[src/rtl/score_board.sv]
// Ninety-Nine score board: ranks the four lowest final scores and counts games and hits.
// Optional hit counter enabled by defining SCORE_BOARD_HITS_EN; otherwise hits reads 8'h00.
module score_board (
  input  logic       rst,
  input  logic       keyclk,
  input  logic [2:0] state,
  input  logic [7:0] score,
  output logic [7:0] best0,
  output logic [7:0] best1,
  output logic [7:0] best2,
  output logic [7:0] best3,
  output logic [3:0] best_valid,
  output logic [7:0] games,
  output logic [2:0] last_rank,
  output logic       new_best,
  output logic [7:0] hits,
  output logic [1:0] phase
);

  typedef enum logic [1:0] {
    IDLE = 2'b00,
    PLAY = 2'b01,
    DONE = 2'b10
  } phase_e;

  phase_e          phase_q, phase_d;
  logic [3:0][7:0] best_q, best_d;
  logic [3:0]      valid_q, valid_d;
  logic [7:0]      games_q, games_d;
  logic [2:0]      rank_q, rank_d;
  logic            new_best_q, new_best_d;
  logic [2:0]      pos;
  logic            playing, game_over, commit;

  function automatic logic [7:0] bcd_inc(input logic [7:0] v);
    if (v == 8'h99)     return v;
    if (v[3:0] == 4'h9) return {v[7:4] + 4'd1, 4'h0};
    return {v[7:4], v[3:0] + 4'd1};
  endfunction

  assign playing   = (state != 3'b000) && (state != 3'b111);
  assign game_over = (state == 3'b111);
  assign commit    = (phase_q == PLAY) && game_over;

  // NOTE: every variable gets a default before any branch, so no latch is inferred.
  always_comb begin
    phase_d = phase_q;
    case (phase_q)
      IDLE: begin
        if (playing)        phase_d = PLAY;
        else if (game_over) phase_d = DONE;
      end
      PLAY: begin
        if (game_over)              phase_d = DONE;
        else if (state == 3'b000)   phase_d = IDLE;
      end
      DONE: begin
        if (state == 3'b000) phase_d = IDLE;
      end
      default: phase_d = IDLE;
    endcase
  end

  // Scan from the bottom so the lowest qualifying slot wins; ties fall behind.
  always_comb begin
    pos = 3'd4;
    for (int i = 3; i >= 0; i--) begin
      if (!valid_q[i] || (score < best_q[i])) pos = i[2:0];
    end
  end

  always_comb begin
    best_d     = best_q;
    valid_d    = valid_q;
    games_d    = games_q;
    rank_d     = rank_q;
    new_best_d = new_best_q;
    if (commit) begin
      games_d    = bcd_inc(games_q);
      rank_d     = pos;
      new_best_d = (pos == 3'd0);
      if (pos < 3'd4) begin
        for (int i = 1; i < 4; i++) begin
          if (i > int'(pos)) begin
            best_d[i]  = best_q[i-1];
            valid_d[i] = valid_q[i-1];
          end
        end
        best_d[pos[1:0]]  = score;
        valid_d[pos[1:0]] = 1'b1;
      end
    end
  end

  // NOTE: sequential state uses non-blocking assignments; the async clear resets every
  // table register because the clear button must empty the table in one step.
  always_ff @(posedge keyclk or posedge rst) begin
    if (rst) begin
      phase_q    <= IDLE;
      best_q     <= {4{8'h99}};
      valid_q    <= 4'b0000;
      games_q    <= 8'h00;
      rank_q     <= 3'b111;
      new_best_q <= 1'b0;
    end else begin
      phase_q    <= phase_d;
      best_q     <= best_d;
      valid_q    <= valid_d;
      games_q    <= games_d;
      rank_q     <= rank_d;
      new_best_q <= new_best_d;
    end
  end

`ifdef SCORE_BOARD_HITS_EN
  logic [7:0] hits_q, hits_d;

  // Hits clear when a game starts and count every further in-play press.
  always_comb begin
    hits_d = hits_q;
    if ((phase_q == IDLE) && playing)      hits_d = 8'h00;
    else if ((phase_q == PLAY) && playing) hits_d = bcd_inc(hits_q);
  end

  always_ff @(posedge keyclk or posedge rst) begin
    if (rst) hits_q <= 8'h00;
    else     hits_q <= hits_d;
  end

  assign hits = hits_q;
`else
  assign hits = 8'h00;
`endif

  assign best0      = best_q[0];
  assign best1      = best_q[1];
  assign best2      = best_q[2];
  assign best3      = best_q[3];
  assign best_valid = valid_q;
  assign games      = games_q;
  assign last_rank  = rank_q;
  assign new_best   = new_best_q;
  assign phase      = phase_q;

endmodule
[config.mk]
export PLATFORM = sky130hd
export DESIGN_NAME = score_board
export DESIGN_NICKNAME = d
export VERILOG_FILES = /design/src/rtl/score_board.sv
export SDC_FILE = /design/constraint.sdc
export NUM_CORES = 1
export LEC_CHECK = 0
export BUFFER_PORTS_ARGS = -buffer_cell sky130_fd_sc_hd__buf_2
export CORE_UTILIZATION = 54
export DETAILED_ROUTE_END_ITERATION = 12
export PLACE_DENSITY_LB_ADDON = 0.25
export SYNTH_ARGS = -nofsm -noshare
export SYNTH_HDL_FRONTEND = slang
export SYNTH_SLANG_ARGS = --single-unit
[constraint.sdc]
create_clock -name keyclk -period 3.1 [get_ports keyclk]
set_input_delay 0.31 -clock keyclk [delete_from_list [all_inputs] [get_ports keyclk]]
set_output_delay 0.31 -clock keyclk [all_outputs]
set_load 0.1 [all_outputs]
==> metrics.md, run 1 <==
| Metric | Value |
|---|---|
| Status | finished, final reports clean |
| Insertion delay of the later-clocked pin in the worst-skew pair | 300 ps |
| Max-slew headroom | 0.3329 |
| DR pass1 iterations | 4 |
| Period utilization | 0.8318 |
| Vias | 2488 |
| Overall die area | 0.005873 mm² |
| Worst Max-Slew Pin Slew | around 1000 ps |
| Dpl cells | 431 |
| Port bufs | 62 |
| GR peak layer | met2 |
| Number of flops mapped to enable cells by yosys | 0 |
| Met3 Usage GRT | 0.04192 |
| Top-count cell post-synth | inv_1 |
| Top cells by count, synth | inv_1 (34), dfrtp_1 (31), nand2_1 (31), ha_1 (30), dfstp_2 (19) |
| Initial antenna violation count | 0 |
| YS warnings | 0 |
| Worst reg2reg path startpoint | best1[7]$_DFFE_PP1P_ |
| Fraction of layout cells with a size suffix above 1 | 0.2791 |
| Area share of the largest cell type after synthesis | 0.2579 |
| Synth area leader | dfrtp_1 |
| DRC errors left | 0 |
| Initial core utilization | 0.5743 |
| Clock transition at path regs | 80 ps |
| Slew Limit Fails | 0 |
| Antenna-violating nets left | 0 |
| First-pass GRT wire length | ~11 mm |
| Overall routing resource usage | 0.2405 |
| Wire per inst | about 15 µm |
| CTS Buffer Depth | 2 |
| Final WL | 6.561 mm |
| H-tree depth | 2 |
| Reg area | 0.001275 mm² |
| DR vias/cell | ~5.7 |
| Kind of critical path | flip-flop to flip-flop |
| Die Height | 76.64 µm |
| Hold crit path type | input port to asynchronous set/reset pin |
| Antenna Cells | 0 |
| Met2 global-route usage | 0.3982 |
| Area Growth Syn to Fin | 15.18% |
| Routability cong. | 0.8216 |
| Post-synth ARST share | 1.000 |
| Vias in the first global route | approximately 2400 |
| Post-Syn Area | 0.003008 mm² |
| RR Endpoint | best3[6]$_DFFE_PP0P_ |
| RSZ-0062 raised after global routing | no |
| Met1 Track Usage GR | 0.3201 |
| Final Skew | 5.140 ps |
| Critical Path Sink | best3[6]$_DFFE_PP0P_ |
| Cts hold-fix bufs | 0 |
| Multi-input logic area | 0.001520 mm² |
| Synth Flop Type | dfrtp_1 |
| CTS tree | built |
| Num CTS Buffers | 5 |
| Count of cells resized by post-cts repair | 0 |
| Std-Cell Rows | 26 |
| Core Area | 0.005238 mm² |
| Final std cells w/o fill | 439 |
| Crit path DAT | 2790 ps |
| DRT iter0 DRCs | 111 |
| # clock sinks | 50 |
| Root Buffer | clkbuf_8 |
| CP max FO | 10 |
| Final setup fails | 0 |
| Number of max-cap violations | 0 |
| Layout Nets | around 410 |
| Worst Path Required | 3310 ps |
| Startpoint types | flip-flop |
| R2R depth | 8 |
| Die Wd | approximately 77 µm |
| Detailed Place HPWL | 4.944 mm |
| Reg-to-reg setup timing slack | approximately 520 ps |
| Post-Synthesis Cells | between 300 and 400 |
| Total setup buffers inserted after CTS | 0 |
| Pin count of the biggest net entering global routing | 51 |
| Worst setup path startpoint | best1[7]$_DFFE_PP1P_ |
| GRT overflow | 0 |
| #FFs+latches synth | 50 |
| # IOs | between 70 and 80 |
| Top post-synthesis cells by area | dfrtp_1 (26%), dfstp_2 (17%), ha_1 (12%) |
| Sequential fraction of the synthesis area | 0.4239 |
| Mean Syn Cell Area | 9.927 µm² |
| Fill cells | 450 |
| Unique masters post-synth | 52 |
| Tmin final | roughly 2600 ps |
| Sum Neg Setup Slack | 0 ps |
| CP endpoint kind | flip-flop |
| Hold Fails Final Rpt | 0 |
| F_max | between 300 and 400 MHz |
per-stage QoR:
| stage | instance area, µm² | worst slack, ps | hold slack [ps] | utilization |
|---|---|---|---|---|
| finish | 3465 | 521.3 | 244.7 | 0.6615 |
| floorplan | 3034 | 263.6 | 417.2 | - |
| global route | 3465 | 340.2 | 256.4 | 0.6615 |
| detailed placement | 3358 | 554.3 | 464.9 | 0.6412 |
| CTS | 3465 | 525.6 | 253.4 | 0.6615 |
| global placement | 3358 | 642.5 | 466.1 | 0.6412 |
worst min-delay path by stage:
| stage | slack, ps | cells past startpoint | end | from |
|---|---|---|---|---|
| 3_5_place_dp | 460 | 2 | last_rank[2]$_DFFE_PP1P_ | last_rank[2]$_DFFE_PP1P_ |
| 3_3_place_gp | 470 | 1 | new_best$_DFFE_PP0P_ | new_best$_DFFE_PP0P_ |
| 6_report | 240 | 2 | games[1]$_DFFE_PP0P_ | rst |
| 5_1_grt | 260 | 3 | phase[1]$_DFFE_PP0P_ | state[1] |
| 2_1_floorplan | 420 | 2 | best0[3]$_DFFE_PP1P_ | score[3] |
| 4_1_cts | 250 | 3 | phase[1]$_DFFE_PP0P_ | state[1] |
routing by layer:
metal / up-vias / share of wire
li1: 1216 / -
met1: 1201 / 0.47
met2: 65 / 0.47
met3: 6 / 0.044
met4: 0 / 0.013
met5: - / 0
layout by cell type, fill, tap and decap left out, types with 11 or more instances in the layout:
master / netlist / layout
nor2_1: 11 / 11
o21ai_0: 14 / 14
buf_2: 2 / 62
inv_1: 34 / 33
a22oi_1: 16 / 16
nand2_1: 31 / 31
a21oi_1: 11 / 11
ha_1: 30 / 30
dfrtp_1: 31 / 31
dfstp_2: 19 / 19
cells by family after synthesis:
logic type / synth area share
AOI/OAI and AO/OA: 0.2317
xor gates and xnor gates: 0.01165
adders and majority gates: 0.1248
buffers and inverters: 0.07945
DFF: 0.4239
muxes: 0.003743
other: 0.001247
and+or+nand+nor: 0.1235
state kept, by name, indices dropped and copies added (netlist names):
signal	flops
best_valid	4
best3	8
last_rank	3
phase	2
games	8
new_best	1
best1	8
best0	8
best2	8
final cells by class:
type,instances,area share
Multi-Input combinational cell,210,0.4388
Sequential cell,50,0.3680
Timing Repair Buffer,67,0.1004
Inverter,34,0.03684
Tap cell,70,0.02528
Clock buffer,7,0.02203
Clock inverter,1,0.008667
critical path, stage by stage (launching register included):
cell and delay, ps:
dfstp_2 580, inv_1 60, ha_1 290, nand2_1 70, or3_1 320, o221ai_2 300
and3_1 460, a31oi_4 200, o221ai_1 220
Power of run 1 is not shown: default switching activity piles up to over one toggle a cycle in this logic, so the estimate is an artifact.
==> run 2, diff against run 1 <==
- ABC_AREA: unset -> 1
- CORE_UTILIZATION: 54 -> 49
- clock period: 3.1 -> 2.2 ns (I/O delays scaled with it)
==> run 2 against run 1 <==
The run now ends with setup timing left. Synthesized cell count rose by 31%. Die area up 15%. Final area is 26% higher. Critical path type unchanged.
==> metrics.md, run 2 <==
| Metric | Value |
|---|---|
| Initial antenna violation count | 0 |
| CTS tree | built |
| R2R depth | 14 |
| Post-Syn Area | 0.003163 mm² |
| Port bufs | 62 |
| GRT overflow | 0 |
| Synth Flop Type | dfrtp_1 |
| Synth area leader | dfrtp_1 |
| Fraction of layout cells with a size suffix above 1 | 0.4375 |
| F_max | between 400 and 500 MHz |
| Overall routing resource usage | 0.2643 |
| Area share of the largest cell type after synthesis | 0.2453 |
| Failing checks | setup timing |
| #FFs+latches synth | 50 |
| CP max stage delay | 630 ps |
| First-pass GRT wire length | 13.23 mm |
| Max-slew headroom | 0.5755 |
| Initial core utilization | 0.5219 |
| Hold Slack | 64.50 ps |
| Num CTS Buffers | 5 |
| # IOs | 71 |
| Reg area | between 0.001 and 0.0015 mm² |
| Number of max-cap violations | 0 |
| Sum Neg Setup Slack | -1055 ps |
| Vias in the first global route | 2823 |
| Clock transition at path regs | 90 ps |
| Std-Cell Rows | 28 |
| RR Endpoint | best2[0]$_DFFE_PP1P_ |
| Met3 Usage GRT | 0.04396 |
| Status | complete, but fails checks |
| # clock sinks | 50 |
| Slew Limit Fails | 0 |
| Overall die area | 0.006781 mm² |
| Vias | 3141 |
| Period utilization | 1.041 |
| Commonest non-fill, non-tap cells in the layout | nand2_1 (78), buf_2 (62), inv_1 (54) |
| Multi-input logic area | 0.001921 mm² |
| Crit path DAT | around 2500 ps |
| Core Area | 0.006061 mm² |
| Most common cell after layout, fill and taps aside | nand2_1 |
| Tmin final | between 2000 and 2500 ps |
| Post-synth ARST share | 1.000 |
| Area Growth Syn to Fin | 38.37% |
| Antenna-violating nets left | 0 |
| Met1 Track Usage GR | 0.3333 |
| Cts hold-fix bufs | 0 |
| RSZ-0062 raised after global routing | yes |
| Wire per inst | 16.30 µm |
| Pin count of the biggest net entering global routing | 51 |
| Reg-to-reg setup timing slack | -90 ps |
| Met2 global-route usage | 0.4537 |
| Kind of critical path | flip-flop to flip-flop |
| CP cell instances | inv_2 > ha_4 > nand2_4 > nor2_4 > nand2_1 > nand2_1 > nand2_2 > nor2_4 > buf_8 > buf_8 > nand3_1 > o21ai_1 > nand2_1 > o21ai_1 |
| Routability cong. | between 0.8 and 0.9 |
| Top post-synthesis cells by area | dfrtp_1 (25%), dfstp_2 (16%), ha_1 (12%) |
| DRT iter0 DRCs | 215 |
| Number of flops mapped to enable cells by yosys | 0 |
| Post-Synthesis Cells | around 400 |
| Worst setup margin | -91.30 ps |
| CP endpoint kind | flip-flop |
| Final setup fails | 24 |
| Worst reg2reg path startpoint | best0[7]$_DFFE_PP1P_ |
| Top-count cell post-synth | nand2_1 |
| Die Wd | 82.35 µm |
| DR pass1 iterations | 4 |
| H-tree depth | 2 |
| Hold Fails Final Rpt | 0 |
| Antenna Cells | 0 |
| Final Skew | 6.544 ps |
| YS warnings | 0 |
| CTS Buffer Depth | 2 |
| Worst Path Required | roughly 2400 ps |
| Core Util, Final | 0.7221 |
| Worst Max-Slew Pin Slew | 636.7 ps |
| Insertion delay of the later-clocked pin in the worst-skew pair | roughly 300 ps |
| GR peak layer | met2 |
| DR vias/cell | 5.501 |
| Layout Nets | 538 |
| Fill cells | approximately 470 |
| Mean Syn Cell Area | 7.987 µm² |
| Top cells by count, synth | nand2_1 (92), inv_1 (64), a21oi_1 (36), o21ai_0 (32), dfrtp_1 (31) |
| Critical-path top delay cell | dfstp_4 |
| Startpoint types | flip-flop |
| Hold crit path type | input port to asynchronous set/reset pin |
| Root Buffer | clkbuf_8 |
| Final WL | roughly 9.3 mm |
| Die Height | roughly 80 µm |
| DRC errors left | 0 |
| Cell mode on critical path | nand2_1 |
| Worst setup path startpoint | best0[7]$_DFFE_PP1P_ |
| CP max FO | 7 |
| Unique masters post-synth | 33 |
| Sequential fraction of the synthesis area | 0.4031 |
| Detailed Place HPWL | 6.066 mm |
## run 2: cell types whose count changed after synthesis, sizes merged, moves of 6 or more
cell	previous run	this run
nand2	31	97
inv	34	66
a21oi	11	37
a22oi	16	0
o21ai	16	32
o221ai	10	0
o2bb2ai	9	0
nand4	1	9
o211ai	1	8
o22ai	8	1
nand2b	6	0
nor2	11	17
## run 2: layout make-up
cell class                 instances  area share
timing repair buffer              99      0.1509
clock inverter                     1    0.006861
sequential                        50      0.3062
clock buffer                       7     0.01744
inverter                          66     0.05832
multi-input combinational        273      0.4388
tap                               75     0.02144
## run 2: stage by stage
step                cell area (µm²)  std cells  setup slack [ps]
global placement               3806        546            -292.0
detailed placement             3806        546            -334.7
finish                         4377        571            -91.30
global route                   4377        571            -230.3
CTS                            4030        558            -21.85
floorplan                      3354        403            -5.676
## run 2: critical path: cells and delay by family, from the launching register on
family	cells	cell delay (ps)
adder cells (fa/ha/maj)	1	280
flip-flops	1	630
AO/OA/AOI/OAI	2	170
AND/OR/NAND/NOR	8	780
buffers and inverters	3	360
## run 2: cells by family (layout without fill, tap and decap cells)
group,count (synthesis),count (layout),synth area share
XOR/XNOR,5,5,0.01385
AND/OR/NAND/NOR,144,146,0.1986
multiplexers,1,1,0.003165
AO/OA/AOI/OAI,82,83,0.1440
other,1,8,0.001186
adder cells (fa/ha/maj),30,30,0.1187
buffers and inverters,83,173,0.1175
flip-flops,50,50,0.4031
## run 2: how the worst max path moves through the flow
stage | slack [ps] | cells after the start | endpoint
final | -90 | 14 | best2[0]$_DFFE_PP1P_
after floorplan | -6 | 16 | best3[0]$_DFFE_PP1P_
after global placement | -290 | 11 | best3[1]$_DFFE_PP0P_
after global routing | -230 | 14 | best2[3]$_DFFE_PP1P_
after detailed placement | -330 | 10 | best2[1]$_DFFE_PP0P_
after CTS | -20 | 12 | best_valid[1]$_DFFE_PP0P_
## run 2: routing by layer
metal / part of all wire / up-vias
met3: 0.050 / 21
met2: 0.51 / 112
li1: - / 1483
met1: 0.41 / 1525
met4: 0.023 / 0
met5: 0 / -
## run 2: repair_timing
| item | CTS | global route |
|---|---|---|
| pin swaps | 3 | 24 |
| setup buffers | 4 | 9 |
| endpoints found under the hold margin | 0 | 0 |
| setup endpoints to repair | 32 | 33 |
| resized for setup | 21 | 61 |
| cloned | 0 | 4 |
Power of run 2 is left out for the same reason.
